## config.mk

```make
export PLATFORM = sky130hd
export DESIGN_NAME = uio_bot_bank_arbiter
export DESIGN_NICKNAME = d
export VERILOG_FILES = /design/src/rtl/uio_bot_bank_arbiter.sv
export SDC_FILE = /design/constraint.sdc
export NUM_CORES = 1
export LEC_CHECK = 0
export CORE_MARGIN = 2
export CORE_UTILIZATION = 39
export CTS_CLUSTER_SIZE = 30
export DETAILED_ROUTE_END_ITERATION = 8
export GPL_TIMING_DRIVEN = 0
export PLACE_DENSITY = 0.91
export SYNTH_ARGS = -nofsm -noshare
export SYNTH_HDL_FRONTEND = slang
export SYNTH_SLANG_ARGS = --single-unit
export TNS_END_PERCENT = 30
```

## constraint.sdc

```tcl
create_clock -name CLK -period 4.3 [get_ports CLK]
set_clock_uncertainty 0.05 [all_clocks]
set_input_delay 0.645 -clock CLK [delete_from_list [all_inputs] [get_ports CLK]]
set_output_delay 0.645 -clock CLK [all_outputs]
set_load 0.005 [all_outputs]
```

## src/rtl/uio_bot_bank_arbiter.sv

```systemverilog
// uio_bot_bank_arbiter: shares the bottom user-IO bank between NREQ requesters.
// Round-robin arbitration with dead-cycle turnaround on every ownership change.
// Pad inputs are read back through a capture register.
//
// Ports:
//   CLK, resetn             clock, asynchronous active-low reset
//   req[NREQ]               per-requester bank request (level)
//   req_data/req_oe         per-requester data/enables, slice i = [i*WIDTH +: WIDTH]
//   gnt[NREQ], owner[3]     one-hot grant, granted index (valid while busy_grant)
//   busy_grant              high in GRANT state
//   uio_fin/uio_oe[WIDTH]   pad data/enables toward UIO_BOT_FIN
//   uio_fout[WIDTH]         pad inputs from UIO_BOT_FOUT
//   rd_data/rd_valid        registered pad read-back and its grant qualifier
//
// Build option: define UIO_BOT_ARB_SYNC_EN to pass uio_fout through a 2-flop
// synchronizer before capture (read-back latency 3 cycles instead of 1).
module uio_bot_bank_arbiter #(
  parameter int unsigned NREQ        = 4,
  parameter int unsigned WIDTH       = 20,
  parameter int unsigned DEAD_CYCLES = 2,
  parameter int unsigned MAX_HOLD    = 64
) (
  input  logic                    CLK,
  input  logic                    resetn,
  input  logic [NREQ-1:0]         req,
  input  logic [NREQ*WIDTH-1:0]   req_data,
  input  logic [NREQ*WIDTH-1:0]   req_oe,
  output logic [NREQ-1:0]         gnt,
  output logic [2:0]              owner,
  output logic                    busy_grant,
  output logic [WIDTH-1:0]        uio_fin,
  output logic [WIDTH-1:0]        uio_oe,
  input  logic [WIDTH-1:0]        uio_fout,
  output logic [WIDTH-1:0]        rd_data,
  output logic                    rd_valid
);

  localparam int unsigned HOLD_W = (MAX_HOLD < 2) ? 1 : $clog2(MAX_HOLD + 1);
  localparam logic [3:0]        DEAD_LOAD = (DEAD_CYCLES == 0) ? 4'd1 : 4'(DEAD_CYCLES);
  localparam logic [HOLD_W-1:0] HOLD_MAX  = HOLD_W'(MAX_HOLD);
  localparam logic [HOLD_W-1:0] HOLD_ONE  = HOLD_W'(1);
  localparam logic [2:0]        LAST_REQ  = 3'(NREQ - 1);

  typedef enum logic [1:0] {IDLE, TURN_ON, GRANT, TURN_OFF} state_t;

  state_t              state, state_nxt;
  logic [2:0]          owner_nxt;
  logic [2:0]          rr_ptr, rr_nxt;
  logic [3:0]          dead_cnt, dead_nxt;
  logic [HOLD_W-1:0]   hold_cnt, hold_nxt;
  logic [7:0]          req_pad;
  logic [3:0]          idx;
  logic [2:0]          pick;
  logic                pick_vld;
  logic                others;
  logic [NREQ-1:0]     gnt_nxt;
  logic [WIDTH-1:0]    fin_nxt, oe_nxt;
  logic                busy_nxt, vld_nxt;

  // Zero-padded request vector so a 3-bit owner index always selects in range.
  assign req_pad = 8'(req);
  assign others  = |(req_pad & ~(8'd1 << owner));

  // Round-robin pick: first set request at or after rr_ptr, wrapping.
  always_comb begin
    pick     = '0;
    pick_vld = 1'b0;
    idx      = '0;
    for (int k = 0; k < NREQ; k++) begin
      idx = 4'(rr_ptr) + 4'(k);
      if (idx >= 4'(NREQ)) idx = idx - 4'(NREQ);
      if (!pick_vld && req_pad[idx[2:0]]) begin
        pick_vld = 1'b1;
        pick     = idx[2:0];
      end
    end
  end

  // State and bookkeeping registers.
  always_ff @(posedge CLK or negedge resetn) begin
    if (!resetn) begin
      state    <= IDLE;
      owner    <= '0;
      rr_ptr   <= '0;
      dead_cnt <= '0;
      hold_cnt <= '0;
    end else begin
      state    <= state_nxt;
      owner    <= owner_nxt;
      rr_ptr   <= rr_nxt;
      dead_cnt <= dead_nxt;
      hold_cnt <= hold_nxt;
    end
  end

  // Next-state logic.
  always_comb begin
    state_nxt = state;
    owner_nxt = owner;
    rr_nxt    = rr_ptr;
    dead_nxt  = dead_cnt;
    hold_nxt  = hold_cnt;
    case (state)
      IDLE: begin
        if (pick_vld) begin
          owner_nxt = pick;
          if (DEAD_CYCLES == 0) begin
            state_nxt = GRANT;
            hold_nxt  = HOLD_ONE;
          end else begin
            state_nxt = TURN_ON;
            dead_nxt  = DEAD_LOAD;
          end
        end
      end
      TURN_ON: begin
        if (!req_pad[owner]) begin
          state_nxt = TURN_OFF;
          dead_nxt  = DEAD_LOAD;
        end else if (dead_cnt <= 4'd1) begin
          state_nxt = GRANT;
          dead_nxt  = '0;
          hold_nxt  = HOLD_ONE;
        end else begin
          dead_nxt = dead_cnt - 4'd1;
        end
      end
      GRANT: begin
        // hold_cnt numbers the current GRANT cycle (1..MAX_HOLD).
        if (!req_pad[owner] || ((MAX_HOLD != 0) && (hold_cnt == HOLD_MAX) && others)) begin
          state_nxt = TURN_OFF;
          dead_nxt  = DEAD_LOAD;
          hold_nxt  = '0;
        end else if (MAX_HOLD != 0) begin
          hold_nxt = (hold_cnt == HOLD_MAX) ? HOLD_ONE : hold_cnt + HOLD_ONE;
        end
      end
      TURN_OFF: begin
        if (dead_cnt <= 4'd1) begin
          state_nxt = IDLE;
          dead_nxt  = '0;
          rr_nxt    = (owner == LAST_REQ) ? 3'd0 : owner + 3'd1;
        end else begin
          dead_nxt = dead_cnt - 4'd1;
        end
      end
      default: state_nxt = IDLE;
    endcase
  end

  // Output decode: values loaded into the output registers, aligned with state_nxt.
  always_comb begin
    gnt_nxt  = '0;
    fin_nxt  = '0;
    oe_nxt   = '0;
    busy_nxt = (state_nxt == GRANT);
    vld_nxt  = (state == GRANT) && (state_nxt == GRANT);
    if (state_nxt == GRANT) begin
      gnt_nxt = NREQ'(8'd1 << owner_nxt);
      for (int i = 0; i < NREQ; i++) begin
        if (int'(owner_nxt) == i) begin
          fin_nxt = req_data[i*WIDTH +: WIDTH];
          oe_nxt  = req_oe[i*WIDTH +: WIDTH];
        end
      end
    end
  end

`ifdef UIO_BOT_ARB_SYNC_EN
  logic [WIDTH-1:0] sync_q0, sync_q1;
  logic [1:0]       vld_q;
  logic             vld_clr;

  // Pending valids are dropped when the grant ends.
  assign vld_clr = (state != TURN_OFF) && (state_nxt == TURN_OFF);
`endif

  // Output registers.
  always_ff @(posedge CLK or negedge resetn) begin
    if (!resetn) begin
      gnt        <= '0;
      busy_grant <= 1'b0;
      uio_fin    <= '0;
      uio_oe     <= '0;
      rd_data    <= '0;
      rd_valid   <= 1'b0;
`ifdef UIO_BOT_ARB_SYNC_EN
      sync_q0    <= '0;
      sync_q1    <= '0;
      vld_q      <= '0;
`endif
    end else begin
      gnt        <= gnt_nxt;
      busy_grant <= busy_nxt;
      uio_fin    <= fin_nxt;
      uio_oe     <= oe_nxt;
`ifdef UIO_BOT_ARB_SYNC_EN
      sync_q0    <= uio_fout;
      sync_q1    <= sync_q0;
      rd_data    <= sync_q1;
      vld_q[0]   <= vld_nxt;
      vld_q[1]   <= vld_q[0] & ~vld_clr;
      rd_valid   <= vld_q[1] & ~vld_clr;
`else
      rd_data    <= uio_fout;
      rd_valid   <= vld_nxt;
`endif
    end
  end

endmodule

```

==> Yosys cells after proc, flatten, opt, wreduce, memory -nomap -nowiden <==
Cells that the tools add are included.
Widths: inputs -> output; s select.
{ "totals": {"ram_bits": 0, "word_cells": 117, "romBits": 0, "register_bits": 85, "output_inout_bits": 69, "inputBits": 186, "latchBits": 0, "n_memories": 0} }
{ "op_classes": {"reduce_logical": 17, "n_lt_le_gt_ge": 10, "mul": 0, "muxes": 52, "bitwise": 2, "n_eq_ne": 13, "shifts": 2, "n_div": 0, "add_sub_neg": 10} }
{ "op_table": {"columns": ["op", "n"], "rows": [
  ["$mux 20", 10],
  ["$mux 3", 11],
  ["$mux 7", 4],
  ["$lt 3x4->1 const B", 5],
  ["$mux 4", 5],
  ["$pmux 4 s4", 1],
  ["$bmux 1 s3", 5],
  ["$pmux 7 s2", 1],
  ["$ge 4x3->1 const B", 3],
  ["$sub 3x3->3 const B", 4],
  ["$mux 2", 5],
  ["$mux 1", 9],
  ["$add 3x2->4 const B", 2],
  ["$and 4x8->8", 1],
  ["$ne 2x2->1 const B", 4],
  ["$not 8->8", 1],
  ["$pmux 2 s4", 1],
  ["$reduce_or 8->1", 1],
  ["$shl 1x3->8 const A", 1],
  ["$add 7x1->7 const B", 1],
  ["$eq 7x7->1 const B", 1],
  ["$eq 2x2->1 const B", 3],
  ["$eq 3x2->1 const B", 2],
  ["$eq 3x3->1 const B", 2],
  ["15 further kinds", 23]
]} }

==> Depth between registers and ports, before layout <==
{ "depth": {"word_depth": 22, "mapped_depth": 14, "mapped_depth_nobuf": 9} }

==> Worst setup path before layout <==
Ideal clock, no wire load.
{ "synth_timing": {"kind": "register -> register", "start": "reg rr_ptr[0]", "end": "reg uio_fin[11]", "path_stages_with_launch": 13, "t_required_ns": 4.128, "setup_ns": 0.122, "synth_period_minus_slack_ns": 3.039, "t_arrival_ns": 2.868, "setup_slack_ns": 1.261, "cell_sequence": "dfrtp_1 -> buf_6 -> buf_2 -> inv_1 -> ha_1 -> buf_2 -> nor2b_1 -> a2111oi_1 -> a21oi_2 -> a2111oi_2 -> a21o_2 -> mux2i_1 -> a2111oi_1"} }
{ "synth_between": {"elab_chain_len": 22, "word_cells_on_any_way": 51, "cone_classes": "7 x add/sub; 4 x order compare; 4 x eq/ne; 29 x mux; 7 x reduce/logical"} }
{ "synth_lines": {"columns": ["element", "line", "rtl"], "rows": [
  ["start, declared", "48", "logic [2:0] rr_ptr, rr_nxt;"],
  ["start signal, assigned", "90", "rr_ptr <= rr_nxt;"],
  ["branches (longest 21 deep; another with $add 3x1->4)", null, null],
  ["$mux 20 *", "158", "if (state_nxt == GRANT) begin"],
  ["via fin_nxt[11]", "57", "logic [WIDTH-1:0] fin_nxt, oe_nxt;"],
  ["end signal, assigned", "195", "uio_fin <= fin_nxt;"],
  ["end, declared", "31", "output logic [WIDTH-1:0] uio_fin,"]
]} }
Mark *: on every way through the listed nets, which the timed path passes. The select of a mux whose other input is x is not followed.
A chain may end at the register's enable or synchronous reset.

==> Worst setup path after layout <==
{ "layout_timing": {"start": "reg rr_ptr[0]", "end": "reg uio_fin[19]"} }
Same word-level chain as after synthesis.

==> reports/qor.yml <==
run_status: "finished, final reports clean"
clkPwrFrac: 0.206
insertion_delay_ps: 340
cts_sinks: 85
place_ws_ps: 283.5
setup_viol: 0
grt_overflow: 0
drt_iter0_drc: 409
antenna_found_initial: 2
cts_setup_buffers: 0
criticalPathCategory: "register to register"
drc: 0
ys_seq_area_frac: 0.4737
ios: 255
tns_ps: 0
end_kind: "register"
synth_most_common_cell: "nand3_1"
die_h_um: 111.3
yosys-top-cells-area: "dfrtp_1 47%, nand3_1 18%, nand4_1 5.7%"
worst-path-buf-inv: 5
vias: 5134
multi_input_area_mm2: 0.002110
fp.dieArea_mm2: 0.01239
cp_common_cell: "buf_2"
slowest_delay_ps: 570
holdCritPathClass: "input port to async pin"
syn_area_per_cell_um2: 9.183
rsz0062_at_grt: "false"
relSlewSlack: 0.4713
worstMarginPinSlew_ps: 790.1
htree_num_levels: 3
fmax_mhz: 246.0
rows: 39
dp_hpwl_um: 13450
seq_power_share: 0.250
cts_tree: "built"
arrival_ps: 4250
area_delta_synth_final_pct: 68.38
hold_buffers: 0
path_cells: "buf_6, buf_2, inv_1, ha_1, buf_2, nor2b_1, a2111oi_1, a21oi_2, a2111oi_2, a21o_1, clkbuf_1, nand3_1, nand4_1"
clockRootBuffer: "clkbuf_16"
vias_per_cell: 5.685
drv_slew: 0
cp_slowest_cell: "a2111oi_2"
core-area_mm2: 0.01132
ys_ff_latch: 85
vdd_ir_drop_max_v: 0.0003518
final-seq-area_mm2: 0.002127
die_w_um: 111.3
p_comb_frac: 0.544
fin_ws_ps: 235.8
clkTransAtPathRegs_ps: 70
crit_fanout: 10
busiest_layer: "met2"
floorplan.initialDensity: 0.3967
finalPower_uw: 4294
clock_path_buffers: 2
drive_above_1_share: 0.06201
power.internal_uw: 2422
crit_required_ps: 4480
synth_area_mm2: 0.004491
synth_flop_cell: "dfrtp_1"
gp_congestion: 0.9663
cp_top_family: "compound AO/OA/AOI/OAI gates"
met1_usage: 0.3162
grt_pass1_vias: 5211
drt-wirelength-per-cell_um: 19.48
whs_ps: 201.0
yosys.area.top_type: "dfrtp_1"
synthTopCellsByCount: "164 x nand3_1, 85 x dfrtp_1, 41 x nand4_1, 29 x clkbuf_1, 17 x inv_1"
dr.pass1.iters: 5
fin_crit_sh: 0.9452
timing.critical_path.from_type: "register"
p_sw_frac: 0.4360
cts-resized-gates: 0
synth_top_area_frac: 0.4737
synth.distinct_cells: 48
power_density_mw_per_mm2: 568.0
synth-edff-count: 0
synthCells: 489
period_minus_slack_ps: 4064
drt-total-wl_um: 17590
synth_warnings: 0
grt_usage: 0.2803
grt_pass1_wl_um: 27180
hold_violations: 0
fillers: 868
grt.met2_usage: 0.4854
syn-num-nets: 685
p_sw_uw: 1872
fin_nets: 949
postRouteAntennaNets: 0
async_flop_share: 1.000
grt_max_degree: 54
cap_violations: 0
port_buffers: 252
p_leak_uw: 0.003102
use_met3: 0.08256
cts_buffers: 9
power by group through the flow:
stage	clock (uW)	combinational [uW]	sequential [uW]
floorplan	0	1330	1080
global placement	0	2200	1080
detailed placement	0	2280	1090
CTS	904	2290	1080
global route	939	2520	1090
finish	885	2330	1070
final cells by class:
class / count / area share
buffer: 44 / 0.02515
tap: 143 / 0.02366
clock buffer: 10 / 0.03161
timing repair buffer: 253 / 0.3369
multi-input combinational: 343 / 0.2790
clock inverter: 6 / 0.01324
inverter: 17 / 0.008440
sequential: 85 / 0.2813
antenna: 2 / 0.0006619
metal layers:
metal	wire (um)	share of wire
met3	1804	0.10
met4	703	0.040
met1	6173	0.35
met5	0	0
met2	8912	0.51
registers in the layout, summed over array words and instances (netlist names):
| signal | cells |
|---|---|
| busy_grant | 1 |
| dead_cnt | 4 |
| gnt | 4 |
| hold_cnt | 7 |
| owner | 3 |
| rd_data | 20 |
| rd_valid | 1 |
| rr_ptr | 3 |
| state | 2 |
| uio_fin | 20 |
| uio_oe | 20 |
cell usage in the layout, fill, tap and decap left out, types with 8 or more instances in the layout:
| master | count |
|---|---|
| inv_1 | 17 |
| nor2_1 | 16 |
| o21ai_0 | 16 |
| buf_2 | 13 |
| ha_1 | 10 |
| dfrtp_1 | 85 |
| nand2b_1 | 8 |
| nand3_1 | 164 |
| nand4_1 | 41 |
| clkbuf_1 | 29 |
| clkdlybuf4s50_1 | 251 |
| clkbuf_16 | 9 |
| nand2_1 | 10 |
final timing paths:
path	from	to	slack, ps	depth (start not counted)
min reg2reg	dead_cnt[1]	dead_cnt[1]	490	1
max reg2reg	rr_ptr[0]	uio_fin[19]	240	13
min	resetn	dead_cnt[0]	200	1
max	rr_ptr[0]	uio_fin[19]	240	13
min in group CLK	dead_cnt[1]	dead_cnt[1]	490	1
max in group asynchronous	resetn	uio_fin[10]	3390	2
stage by stage:
stage / utilization / cell area [um^2] / instances
3_5_place_dp: 0.6375 / 7217 / 885
5_1_grt: 0.6674 / 7556 / 901
6_report: 0.6679 / 7561 / 903
4_1_cts: 0.6674 / 7556 / 901
2_1_floorplan: - / 4491 / 489
3_3_place_gp: 0.6353 / 7192 / 884
cell families (layout without fill, tap and decap cells):
logic type,Yosys count,after routing,synth area share
other cells,0,2,0
mux,14,14,0.04402
flops,85,85,0.4737
buf+inv,61,330,0.05656
compound gates,57,57,0.09418
simple gates,262,262,0.3037
fa+ha+maj,10,10,0.02786
Power figures use the tool's default switching activity.
